--- src/rtl/packet_executor_if.sv ---
// Memory and control bus between the packet executor (master) and the width/byte-select
// adaptor plus its controller (slave).
interface packet_executor_if #(
  parameter int unsigned ADDR_W = 32,
  parameter int unsigned DATA_W = 32
) ();
  logic              start;
  logic [ADDR_W-1:0] start_addr;
  logic              mem_ce;
  logic              mem_we;
  logic [ADDR_W-1:0] mem_addr;
  logic [3:0]        mem_width;
  logic [DATA_W-1:0] mem_wdata;
  logic [DATA_W-1:0] mem_rdata;
  logic              exec_done;

  modport master (
    input  start, start_addr, mem_rdata,
    output mem_ce, mem_we, mem_addr, mem_width, mem_wdata, exec_done
  );

  modport slave (
    output start, start_addr, mem_rdata,
    input  mem_ce, mem_we, mem_addr, mem_width, mem_wdata, exec_done
  );
endinterface

--- src/rtl/packet_executor.sv ---
// Micro-sequencer: fetches 32-bit action words and runs them over the packet buffer.
// Optional instruction watchdog enabled by defining EXEC_WATCHDOG_EN.
module packet_executor #(
  parameter int unsigned ADDR_W    = 32,
  parameter int unsigned DATA_W    = 32,
  parameter int unsigned MAX_STEPS = 1024
) (
  input  logic              clk,
  input  logic              rst,
  packet_executor_if.master bus
);

  typedef enum logic [2:0] {
    StIdle, StFetch, StFwait, StExec, StMreq, StMwait, StDone
  } state_e;

  localparam logic [3:0] OpHalt = 4'd0;
  localparam logic [3:0] OpLi   = 4'd1;
  localparam logic [3:0] OpAddi = 4'd2;
  localparam logic [3:0] OpLd   = 4'd3;
  localparam logic [3:0] OpSt   = 4'd4;
  localparam logic [3:0] OpBnez = 4'd5;
  localparam logic [3:0] OpAdd  = 4'd6;

  if (MAX_STEPS == 0) begin : g_bad_max_steps
    $error("MAX_STEPS must be nonzero");
  end

  state_e            state_q, state_d;
  logic [ADDR_W-1:0] pc_q, pc_d;
  logic [25:0]       instr_q, instr_d;  // bits [21:16] of the word are never used
  logic [DATA_W-1:0] regs_q [4];
  logic [DATA_W-1:0] regs_d [4];

  logic [3:0]  op;
  logic [1:0]  rd, rt, wc;
  logic [15:0] imm;
  assign {op, rd, rt, wc, imm} = instr_q;

  logic [ADDR_W-1:0] pc_inc, br_target, ea;
  logic [DATA_W-1:0] imm_sext, st_mask;
  logic [3:0]        acc_width;
  logic              illegal;
  logic              wd_hit;

  assign pc_inc    = pc_q + ADDR_W'(4);
  assign br_target = pc_inc + {{(ADDR_W-18){imm[15]}}, imm, 2'b00};
  assign ea        = ADDR_W'(regs_q[rt]) + ADDR_W'(imm);
  assign imm_sext  = {{(DATA_W-16){imm[15]}}, imm};
  assign illegal   = (op > OpAdd) || (((op == OpLd) || (op == OpSt)) && (wc == 2'b11));

  always_comb begin
    acc_width = 4'd4;
    st_mask   = '1;
    unique case (wc)
      2'b00: begin
        acc_width = 4'd1;
        st_mask   = DATA_W'(8'hFF);
      end
      2'b01: begin
        acc_width = 4'd2;
        st_mask   = DATA_W'(16'hFFFF);
      end
      default: ;
    endcase
  end

`ifdef EXEC_WATCHDOG_EN
  logic [31:0] step_q, step_d;

  // Fires on the MAX_STEPS-th EXEC cycle of a run.
  assign wd_hit = (step_q >= 32'(MAX_STEPS - 1));

  always_comb begin
    step_d = step_q;
    if (state_q == StIdle && bus.start) begin
      step_d = '0;
    end else if (state_q == StExec) begin
      step_d = step_q + 32'd1;
    end
  end

  always_ff @(posedge clk) begin
    if (rst) begin
      step_q <= '0;
    end else begin
      step_q <= step_d;
    end
  end
`else
  assign wd_hit = 1'b0;
`endif

  always_comb begin
    state_d       = state_q;
    pc_d          = pc_q;
    instr_d       = instr_q;
    regs_d        = regs_q;
    bus.mem_ce    = 1'b0;
    bus.mem_we    = 1'b0;
    bus.mem_addr  = '0;
    bus.mem_width = '0;
    bus.mem_wdata = '0;
    bus.exec_done = 1'b0;
    unique case (state_q)
      StIdle: begin
        if (bus.start) begin
          pc_d    = bus.start_addr;
          state_d = StFetch;
        end
      end
      StFetch: begin
        bus.mem_ce    = 1'b1;
        bus.mem_addr  = pc_q;
        bus.mem_width = 4'd4;
        state_d       = StFwait;
      end
      StFwait: begin
        instr_d = {bus.mem_rdata[31:22], bus.mem_rdata[15:0]};
        state_d = StExec;
      end
      StExec: begin
        // A watchdog hit abandons the current instruction entirely.
        if (wd_hit || illegal || (op == OpHalt)) begin
          state_d = StDone;
        end else begin
          pc_d    = pc_inc;
          state_d = StFetch;
          case (op)
            OpLi:       regs_d[rd] = DATA_W'(imm);
            OpAddi:     regs_d[rd] = regs_q[rd] + imm_sext;
            OpLd, OpSt: state_d = StMreq;
            OpBnez:     if (regs_q[rd] != '0) pc_d = br_target;
            OpAdd:      regs_d[rd] = regs_q[rd] + regs_q[rt];
            default:    ;
          endcase
        end
      end
      StMreq: begin
        bus.mem_ce    = 1'b1;
        bus.mem_we    = (op == OpSt);
        bus.mem_addr  = ea;
        bus.mem_width = acc_width;
        if (op == OpSt) begin
          bus.mem_wdata = regs_q[rd] & st_mask;
          state_d       = StFetch;
        end else begin
          state_d = StMwait;
        end
      end
      StMwait: begin
        regs_d[rd] = bus.mem_rdata;
        state_d    = StFetch;
      end
      StDone: begin
        bus.exec_done = 1'b1;
        if (!bus.start) state_d = StIdle;
      end
      default: state_d = StIdle;
    endcase
  end

  always_ff @(posedge clk) begin
    if (rst) begin
      state_q <= StIdle;
      pc_q    <= '0;
      instr_q <= '0;
      regs_q  <= '{default: '0};
    end else begin
      state_q <= state_d;
      pc_q    <= pc_d;
      instr_q <= instr_d;
      regs_q  <= regs_d;
    end
  end

endmodule

--- src/flat_wrapper.sv ---
// flat-port wrapper written by rule: the top's interface ports become plain ports
module packet_executor_flat 
#(
  parameter int unsigned ADDR_W    = 32,
  parameter int unsigned DATA_W    = 32,
  parameter int unsigned MAX_STEPS = 1024
)
  (clk, rst, bus_start, bus_start_addr, bus_mem_rdata, bus_mem_ce, bus_mem_we, bus_mem_addr, bus_mem_width, bus_mem_wdata, bus_exec_done);
  packet_executor_if #(.ADDR_W(ADDR_W), .DATA_W(DATA_W)) bus_i ();
  input  logic clk;
  input  logic rst;
  input wire logic [$bits(bus_i.start)-1:0] bus_start;
  input wire logic [$bits(bus_i.start_addr)-1:0] bus_start_addr;
  input wire logic [$bits(bus_i.mem_rdata)-1:0] bus_mem_rdata;
  output wire logic [$bits(bus_i.mem_ce)-1:0] bus_mem_ce;
  output wire logic [$bits(bus_i.mem_we)-1:0] bus_mem_we;
  output wire logic [$bits(bus_i.mem_addr)-1:0] bus_mem_addr;
  output wire logic [$bits(bus_i.mem_width)-1:0] bus_mem_width;
  output wire logic [$bits(bus_i.mem_wdata)-1:0] bus_mem_wdata;
  output wire logic [$bits(bus_i.exec_done)-1:0] bus_exec_done;
  assign bus_i.start = bus_start;
  assign bus_i.start_addr = bus_start_addr;
  assign bus_i.mem_rdata = bus_mem_rdata;
  assign bus_mem_ce = bus_i.mem_ce;
  assign bus_mem_we = bus_i.mem_we;
  assign bus_mem_addr = bus_i.mem_addr;
  assign bus_mem_width = bus_i.mem_width;
  assign bus_mem_wdata = bus_i.mem_wdata;
  assign bus_exec_done = bus_i.exec_done;
  packet_executor #(.ADDR_W(ADDR_W), .DATA_W(DATA_W), .MAX_STEPS(MAX_STEPS)) u_core (.clk(clk), .rst(rst), .bus(bus_i));
endmodule
--- config.mk ---
export PLATFORM = sky130hd
export DESIGN_NAME = packet_executor_flat
export DESIGN_NICKNAME = d
export VERILOG_FILES = /design/src/rtl/packet_executor_if.sv /design/src/rtl/packet_executor.sv /design/src/flat_wrapper.sv
export SDC_FILE = /design/constraint.sdc
export NUM_CORES = 1
export LEC_CHECK = 0
export CELL_PAD_IN_SITES_DETAIL_PLACEMENT = 0
export CELL_PAD_IN_SITES_GLOBAL_PLACEMENT = 1
export CORE_AREA = 10 10 234 236
export CTS_CLUSTER_SIZE = 14
export DETAILED_ROUTE_END_ITERATION = 8
export DIE_AREA = 0 0 244 246
export PLACE_DENSITY_LB_ADDON = 0.3
export SKIP_CTS_REPAIR_TIMING = 1
export SYNTH_ARGS = -nofsm -noshare
export SYNTH_HDL_FRONTEND = slang
export SYNTH_SLANG_ARGS = --single-unit
--- constraint.sdc ---
create_clock -name clk -period 6.7 [get_ports clk]
set_input_delay 1.005 -clock clk [delete_from_list [all_inputs] [get_ports clk]]
set_output_delay 1.005 -clock clk [all_outputs]
set_load 0.005 [all_outputs]
==> metrics.cfg, run 1 <==
[detailed_routing]
dr.pass1.iters=8
routed_wl_um=72600
drcViolationCount=0
first_iter_violations=2125
dr_total_vias=18174
ant_nets=0
vias_per_cell=6.09
detail_route.wl_per_cell_um=24.4

[worst_setup_path]
worstSetupStartpoint=u_core.instr_q[18]$_SDFFE_PP0P_
reg2reg_to=u_core.regs_q[126]$_SDFFE_PP0P_
cp_max_fo=28
rrSetupSlack_ns=1.43
critPathLaunchType=register
crit_path_end_kind=output pin
crit_end=bus_mem_addr[25]
r2r_cells=12
critical_path_class=register to output pin
timing.rr.start=u_core.instr_q[20]$_SDFFE_PP0P_
required_ns=5.69
cp.arrival_ns=5.30

[synth]
syn_area_um2=17300
ys_types=82
ys_ff_latch=189
syn_avg_cell_area_um2=7.65
synth_seq_area_share=0.218
yosys_warnings=0
synth_flop_cell=dfxtp_1
synthArstFlopShare=0
synthCells=2264
synth_edf_count=0
syn_nets=2450

[floorplan]
die-area_um2=60000
design.core.area_um2=49900
rows=82
pin_count=138
die_h_um=246
die_x_um=244
start_util=0.347

[sta]
fin_crit_sh=0.942
tns_ns=0
worst_pin_slew_ns=1.15
hold_viol_final=0
fin_ws_ns=0.390
timing.hold.ws_ns=0.483
grt_setup_unrepaired=false
slew_headroom=0.233
max_freq_mhz=158
finClkSkew_ns=0.0180
finalSetupViolCount=0
period_minus_slack_ns=6.31
drv_slew=0

[grt]
grt_pass1_vias=17304
grt_start_max_net_pins=99
grt_usage=0.234
overflow=0
antenna_found_initial=1
grt_pass1_wl_um=108000

[pwr]
ir_drop_mv=0.221
powerDensity_nw_per_um2=159
leakagePower_nw=7.49

[clock_network]
root_buffer=clkbuf_16
clkSinkCount=189
cts_tree=built
clockBufferDepth=2
cts_made_buffers=17
htreeDepth=4
clkTransAtPathRegs_ns=0.08
clock_latency_ns=0.51

[place]
place_area_um2=19200
dp.final_hpwl_um=54400
port_buffers=136
place_ws_ns=0.814
place_congestion=0.955

[worst_hold_path]
hp-class=register to register

[job]
drv_cap=0

[final_layout]
n_antenna_cell=0
drive_gt1_frac=0.0744
stdcell_area_um2=19900
syn_to_final_growth_pct=14.7
nets=2484

[run_status]
status=complete, no violations

==> registers in the layout (all words and copies together), names as in the netlist <==
register,cells
u_core.pc_q,32
u_core.state_q,3
u_core.regs_q,128
u_core.instr_q,26
==> cells in the mapped netlist (15+ instances only) <==
master      n  area, um^2
nor2_1    291        1090
nand2_1   241         905
a21oi_1   208        1040
dfxtp_1   189        3780
o21ai_0   144         721
clkbuf_1  121         454
ha_1      115        1440
a211oi_1   92         691
xnor2_1    81         709
mux4_2     63        1420
nor3_1     60         300
nand3_1    50         250
a21o_1     47         353
xor2_1     45         394
and3_1     41         257
inv_1      32         120
o211ai_1   32         240
a31oi_1    25         156
mux2i_1    24         240
nand4_1    24         150
and2_1     23         144
nand2b_1   21         131
nor2b_1    17         106
a221oi_1   15         131
or3_1      15        93.8
==> power by group <==
part           leakage, nW  switching (W)  internal (W)
combinational         5.64       0.000449      0.000271
clock                0.316       0.000605      0.000588
sequential            1.53      0.0000795       0.00116
total                 7.49        0.00113       0.00202
==> placed cells by master, fill, tap and decap left out, drive strengths merged, types with 14 or more instances in the layout <==
| master | instances |
|---|---|
| a221oi | 17 |
| a31oi | 25 |
| a21o | 47 |
| and2 | 23 |
| clkdlybuf4s50 | 135 |
| buf | 30 |
| xnor2 | 81 |
| xor2 | 45 |
| nand3 | 50 |
| nor2b | 17 |
| mux4 | 63 |
| mux2i | 24 |
| nand2 | 241 |
| and3 | 41 |
| nand2b | 21 |
| clkbuf | 17 |
| nor2 | 291 |
| or3 | 15 |
| nor3 | 60 |
| o21a | 14 |
| nand4 | 24 |
| inv | 40 |
| o21ai | 156 |
| a21oi | 209 |
| o211ai | 32 |
| dfxtp | 189 |
| ha | 115 |
| a211oi | 92 |
==> cell families (layout without fill, tap and decap cells) <==
group,after synthesis,in the layout,synth area share
adder cells (fa/ha/maj),119,119,0.0877
other,1,1,0.000216
flip-flops,189,189,0.218
multiplexers,91,91,0.0984
XOR/XNOR,126,126,0.0637
AND/OR/NAND/NOR,836,836,0.221
AO/OA/AOI/OAI,720,720,0.269
buffers and inverters,182,229,0.0422
==> critical path, cell delays in order (launching register included) <==
cell and delay, ns:
dfxtp_2 0.47, buf_4 0.49, mux4_2 0.63, ha_1 0.36, a21oi_1 0.23, o21bai_1 0.09
a21oi_1 0.25, or4b_1 0.47, a31o_2 0.28, a21oi_2 0.52, nor4_1 0.15, xnor2_1 0.15
o21ai_0 0.15, clkdlybuf4s50_1 0.55
==> layer usage <==
| metal | track usage | wire [um] | up-vias |
|---|---|---|---|
| li1 | - | - | 8487 |
| met1 | 0.308 | 31800 | 8793 |
| met2 | 0.379 | 33600 | 783 |
| met3 | 0.0444 | 5290 | 109 |
| met4 | 0.0743 | 1930 | 2 |
| met5 | 0 | 13 | - |
==> how the worst min path moves through the flow <==
stage / startpoint / end / slack [ns] / cells after the start
2_1_floorplan: u_core.regs_q[43]$_SDFFE_PP0P_ / u_core.regs_q[43]$_SDFFE_PP0P_ / 0.44 / 2
3_3_place_gp: u_core.regs_q[43]$_SDFFE_PP0P_ / u_core.regs_q[43]$_SDFFE_PP0P_ / 0.46 / 2
3_5_place_dp: u_core.regs_q[43]$_SDFFE_PP0P_ / u_core.regs_q[43]$_SDFFE_PP0P_ / 0.47 / 2
4_1_cts: u_core.regs_q[43]$_SDFFE_PP0P_ / u_core.regs_q[43]$_SDFFE_PP0P_ / 0.48 / 2
5_1_grt: u_core.regs_q[76]$_SDFFE_PP0P_ / u_core.regs_q[76]$_SDFFE_PP0P_ / 0.51 / 2
6_report: u_core.regs_q[43]$_SDFFE_PP0P_ / u_core.regs_q[43]$_SDFFE_PP0P_ / 0.48 / 2
==> per-stage QoR <==
step	util	cells	total power, W
2_1_floorplan	-	2264	0.00170
3_3_place_gp	0.385	2951	0.00197
3_5_place_dp	0.385	2951	0.00197
4_1_cts	0.398	2983	0.00316
5_1_grt	0.399	2983	0.00326
6_report	0.399	2983	0.00315
==> final cells by class <==
type,count,area [um^2]
Tap cell,672,841
Sequential cell,189,3790
Clock inverter,15,235
Multi-Input combinational cell,1893,12900
Inverter,32,120
Fill cell,5202,30000
Timing Repair Buffer,165,1580
Clock buffer,17,425
No activity file was read; power rests on OpenSTA's default activity.
==> run 2: changes to the inputs <==
- ABC_CLOCK_PERIOD_IN_PS: unset -> 6700
==> results of run 2 <==
The final DEF is identical to that of run 1; final timing and power are the same.
